### src/rtl/gate_sweep_ctrl.sv
// Sweeps {a,b} through 00,01,10,11 on a logic_gates unit, captures the
// seven outputs per vector into a truth table and checks it against a golden.
module gate_sweep_ctrl #(
    parameter int unsigned SETTLE_CYCLES = 1,
    parameter logic [27:0] EXPECTED      = 28'h465AB6C
) (
    input  logic        clk,
    input  logic        rst_n,
    input  logic        start,
    input  logic        abort,
    input  logic [6:0]  y,
    output logic        drv_a,
    output logic        drv_b,
    output logic        busy,
    output logic        done,
    output logic        pass,
    output logic [3:0]  fail_mask,
    output logic [27:0] truth_table
);

    localparam int CW = (SETTLE_CYCLES > 1) ? $clog2(SETTLE_CYCLES) : 1;
    localparam logic [CW-1:0] CNT_LAST = CW'(SETTLE_CYCLES - 1);

    typedef enum logic [1:0] {
        S_IDLE,
        S_SETTLE,
        S_CHECK
    } state_t;

    state_t        r_state;
    logic [1:0]    r_vec;
    logic [CW-1:0] r_cnt;
    logic          r_a;
    logic          r_b;
    logic          r_busy;
    logic          r_done;
    logic          r_pass;
    logic [3:0]    r_mask;
    logic [27:0]   r_tt;

    logic [1:0]    w_vec_nxt;
    logic [3:0]    w_mism;

    assign w_vec_nxt = r_vec + 2'd1;

    always_comb begin
        w_mism = '0;
        for (int v = 0; v < 4; v++) begin
            w_mism[v] = (r_tt[7*v +: 7] != EXPECTED[7*v +: 7]);
        end
    end

    always_ff @(posedge clk) begin
        if (!rst_n) begin
            r_state <= S_IDLE;
            r_vec   <= '0;
            r_cnt   <= '0;
            r_a     <= 1'b0;
            r_b     <= 1'b0;
            r_busy  <= 1'b0;
            r_done  <= 1'b0;
            r_pass  <= 1'b0;
            r_mask  <= '0;
            r_tt    <= '0;
        end else begin
            r_done <= 1'b0;
            // Abort wins over any sweep activity, including the final check.
            if (r_state != S_IDLE && abort) begin
                r_state <= S_IDLE;
                r_busy  <= 1'b0;
                r_a     <= 1'b0;
                r_b     <= 1'b0;
                r_pass  <= 1'b0;
                r_mask  <= 4'hF;
            end else begin
                unique case (r_state)
                    S_IDLE: begin
                        if (start && !abort) begin
                            r_state <= S_SETTLE;
                            r_vec   <= '0;
                            r_cnt   <= '0;
                            r_a     <= 1'b0;
                            r_b     <= 1'b0;
                            r_busy  <= 1'b1;
                        end
                    end
                    S_SETTLE: begin
                        if (r_cnt != CNT_LAST) begin
                            r_cnt <= r_cnt + CW'(1);
                        end else begin
                            for (int v = 0; v < 4; v++) begin
                                if (r_vec == 2'(v)) r_tt[7*v +: 7] <= y;
                            end
                            if (r_vec == 2'd3) begin
                                r_state <= S_CHECK;
                            end else begin
                                r_vec <= w_vec_nxt;
                                r_a   <= w_vec_nxt[1];
                                r_b   <= w_vec_nxt[0];
                                r_cnt <= '0;
                            end
                        end
                    end
                    S_CHECK: begin
                        r_mask  <= w_mism;
                        r_pass  <= (r_tt == EXPECTED);
                        r_done  <= 1'b1;
                        r_busy  <= 1'b0;
                        r_a     <= 1'b0;
                        r_b     <= 1'b0;
                        r_state <= S_IDLE;
                    end
                    default: r_state <= S_IDLE;
                endcase
            end
        end
    end

    assign drv_a       = r_a;
    assign drv_b       = r_b;
    assign busy        = r_busy;
    assign done        = r_done;
    assign pass        = r_pass;
    assign fail_mask   = r_mask;
    assign truth_table = r_tt;

endmodule
### config.mk
export PLATFORM = sky130hd
export DESIGN_NAME = gate_sweep_ctrl
export DESIGN_NICKNAME = d
export VERILOG_FILES = /design/src/rtl/gate_sweep_ctrl.sv
export SDC_FILE = /design/constraint.sdc
export NUM_CORES = 1
export LEC_CHECK = 0
export BUFFER_PORTS_ARGS = -buffer_cell sky130_fd_sc_hd__buf_2
export CORE_AREA = 2 2 70 72
export CTS_CLUSTER_SIZE = 25
export DETAILED_ROUTE_END_ITERATION = 16
export DIE_AREA = 0 0 72 74
export PLACE_DENSITY = 0.63
export SLEW_MARGIN = 20
export SYNTH_ARGS = -nofsm -noshare
export SYNTH_HDL_FRONTEND = slang
export SYNTH_SLANG_ARGS = --single-unit
### constraint.sdc
create_clock -name clk -period 1.3 [get_ports clk]
set_input_delay 0.195 -clock clk [delete_from_list [all_inputs] [get_ports clk]]
set_output_delay 0.195 -clock clk [all_outputs]
set_load 0.02 [all_outputs]
==> results.json <==
{
  "status": "finished with violations",
  "violations": "setup timing",
  "cts_sinks": 41,
  "synthDistinctLibCells": 32,
  "relSlewSlack_pct": 80.0,
  "grt_usage_pct": 16.1,
  "cts_hold_buf": 0,
  "final_cell_mix": "buf_2 (47), dfxtp_1 (32), nor2b_1 (30)",
  "startpoint_type": "register",
  "clk_pin_slew_ns": 0.08,
  "die_w_um": 72,
  "power_density_nw_per_um2": 964,
  "placed_area_um2": 2280,
  "final_area_um2": 2370,
  "finalClockSkew_ns": 0.00774,
  "syn_inst": 172,
  "post-route-util_pct": 51.5,
  "clk_latency_ns": 0.30,
  "crit_chain": "or4b_4 > nor3_4 > nand4_1 > a211oi_2",
  "crit_fanout": 2,
  "numPortBuffers": 47,
  "htreeDepth": 2,
  "grt-ovfl-total": 0,
  "drt_first_pass_iters": 4,
  "grt_first_pass_wirelength_um": 6460,
  "cts_tree": "yes",
  "slowest_stage": "or4b_4",
  "cts_buffers": 5,
  "n_antenna_cell": 0,
  "setup_slack_ns": -0.102,
  "syn-num-nets": 187,
  "antenna_found_initial": 0,
  "cap_violations": 0,
  "dieArea_um2": 5330,
  "wirelength_um": 4120,
  "fp.dieH_um": 74,
  "avgSynthCellArea_um2": 10.3,
  "pwr-share-clk_pct": 36.1,
  "worstSetupPathType": "register to register",
  "slew_viol_final": 0,
  "rsz0062_at_grt": "yes",
  "critPathArrivalTime_ns": 1.62,
  "worst_slew_pin_slew_ns": 0.297,
  "vias": 1424,
  "coreArea_um2": 4600,
  "drive_above_1_share_pct": 44.4,
  "netlist_area_um2": 1770,
  "fin_crit_ns": 1.40,
  "p_sw_uw": 563,
  "area_growth_syn_to_layout_pct": 34.2,
  "cp_slowest_stage_delay_ns": 0.54,
  "fmax_mhz": 713,
  "drt-initial-drc-count": 21,
  "grt_pass1_vias": 1312,
  "nNetsFinal": 253,
  "vdd_drop_max_uv": 470,
  "cellLeakagePower_uw": 0.000980,
  "place_inst": 289,
  "io_pins": 48,
  "swShare_pct": 24.7,
  "required_ns": 1.52,
  "viasPerCell": 4.86,
  "ys_warn_count": 0,
  "start_util_pct": 38.4,
  "hold_path.class": "input port to register",
  "combPwrFrac_pct": 7.8,
  "synth_seq_area_share_pct": 46.5,
  "drc": 0,
  "p_total_uw": 2280,
  "layout.cells.non_filler": 293,
  "clock_path_buffers": 2,
  "hold_viol": 0,
  "p_int_uw": 1720,
  "p_seq_share_pct": 56.2,
  "place_ws_ns": -0.135,
  "synth_seq_cells": 41,
  "setup_viol_count_final": 2,
  "final_common_cell": "buf_2",
  "end_kind": "register",
  "routedWlPerCell_um": 14.1,
  "grt_max_degree": 34,
  "fp-row-count": 25,
  "dpl.hpwl_um": 3040,
  "ant_nets": 0,
  "post-route-period-util_pct": 108,
  "place_congestion": 0.841,
  "cts_root_buffer": "clkbuf_8"
}
area by class of cell:
cell class                 count  area, µm²
fill                         426       2230
multi-input combinational    115        948
sequential                    41        832
timing repair buffer          69        413
clock buffer                   5       68.8
tap                           54       67.6
inverter                       6       22.5
clock inverter                 3       17.5
sequential cells by signal, indices dropped and copies added, names as in the netlist:
register / flops
r_vec: 2
drv_a: 1
truth_table: 28
r_state: 2
fail_mask: 4
pass: 1
drv_b: 1
busy: 1
done: 1
power by group through the flow:
stage	Sequential [µW]	Combinational (µW)	Clock, µW
after floorplan	1330	78.1	0
after global placement	1310	174	0
after detailed placement	1310	175	0
after CTS	1280	176	856
after global routing	1290	194	902
final	1280	177	824
per-layer routing:
layer	GRT usage, %	vias up	part of all wire (%)
li1	-	722	-
met1	21.5	663	47
met4	5.66	0	1.1
met3	4.34	6	4.8
met2	25.5	33	47
met5	0	-	0
cells in the mapped netlist:
master / n / share of area, %
nor3b_1: 1 / 0.43
o21a_1: 1 / 0.43
clkbuf_1: 4 / 0.85
ha_1: 4 / 2.8
nor2_1: 5 / 1.1
buf_2: 2 / 0.57
or4b_1: 1 / 0.57
nand2_1: 3 / 0.64
a21boi_0: 1 / 0.43
nor4b_1: 1 / 0.50
a21o_1: 2 / 0.85
nand4_1: 2 / 0.71
inv_1: 6 / 1.3
mux2i_1: 29 / 16
a211oi_2: 1 / 0.71
a21oi_1: 5 / 1.4
and4b_1: 1 / 0.57
buf_4: 4 / 1.7
a22oi_1: 2 / 0.85
or4b_4: 1 / 0.78
nor3_1: 1 / 0.28
dfxtp_1: 41 / 46
o21ai_0: 7 / 2.0
nor4_1: 3 / 1.1
a2bb2oi_1: 1 / 0.50
and3_1: 1 / 0.35
nor4bb_1: 1 / 0.57
o31ai_1: 1 / 0.43
nor3_2: 2 / 1.1
nand4b_1: 1 / 0.50
and2_1: 5 / 1.8
nor2b_1: 32 / 11
critical path: cells and delay by family, from the launching register on:
kind             cells  cell delay (ns)
AO/OA/AOI/OAI        1             0.18
AND/OR/NAND/NOR      3             0.83
flip-flops           1             0.32
through the flow:
step / TNS (ns) / hold WS [ns]
2_1_floorplan: -0.0750 / 0.364
4_1_cts: -0.194 / 0.193
5_1_grt: -0.333 / 0.197
6_report: -0.113 / 0.201
3_3_place_gp: -0.110 / 0.486
3_5_place_dp: -0.197 / 0.486
cell families (layout without fill, tap and decap cells):
kind of cell | after synthesis | after routing | share of synthesized area, %
flip-flops | 41 | 41 | 46.5
buffers and inverters | 16 | 83 | 4.39
AO/OA/AOI/OAI | 21 | 21 | 7.58
multiplexers | 29 | 29 | 16.4
AND/OR/NAND/NOR | 61 | 61 | 22.3
adder cells (fa/ha/maj) | 4 | 4 | 2.83
path summary, 6_finish.rpt:
path / end / cells past startpoint / slack (ns) / from
worst min-delay path: busy$_SDFFE_PP0P_ / 2 / 0.20 / rst_n
worst max-delay path: pass$_SDFFE_PP0P_ / 4 / -0.10 / truth_table[17]$_SDFFE_PN0P_
worst max register to register: pass$_SDFFE_PP0P_ / 4 / -0.10 / truth_table[17]$_SDFFE_PN0P_
worst min register to register: drv_a$_SDFFE_PP0P_ / 2 / 0.50 / drv_a$_SDFFE_PP0P_
timing repair:
action                     in CTS  in global routing
hold endpoints to repair        0                  0
setup endpoints to repair       6                 38
gates resized for setup         5                 22
pin swaps                       1                  5
setup buffers                   0                  1
Note: power is estimated with default switching activity, not from simulation.
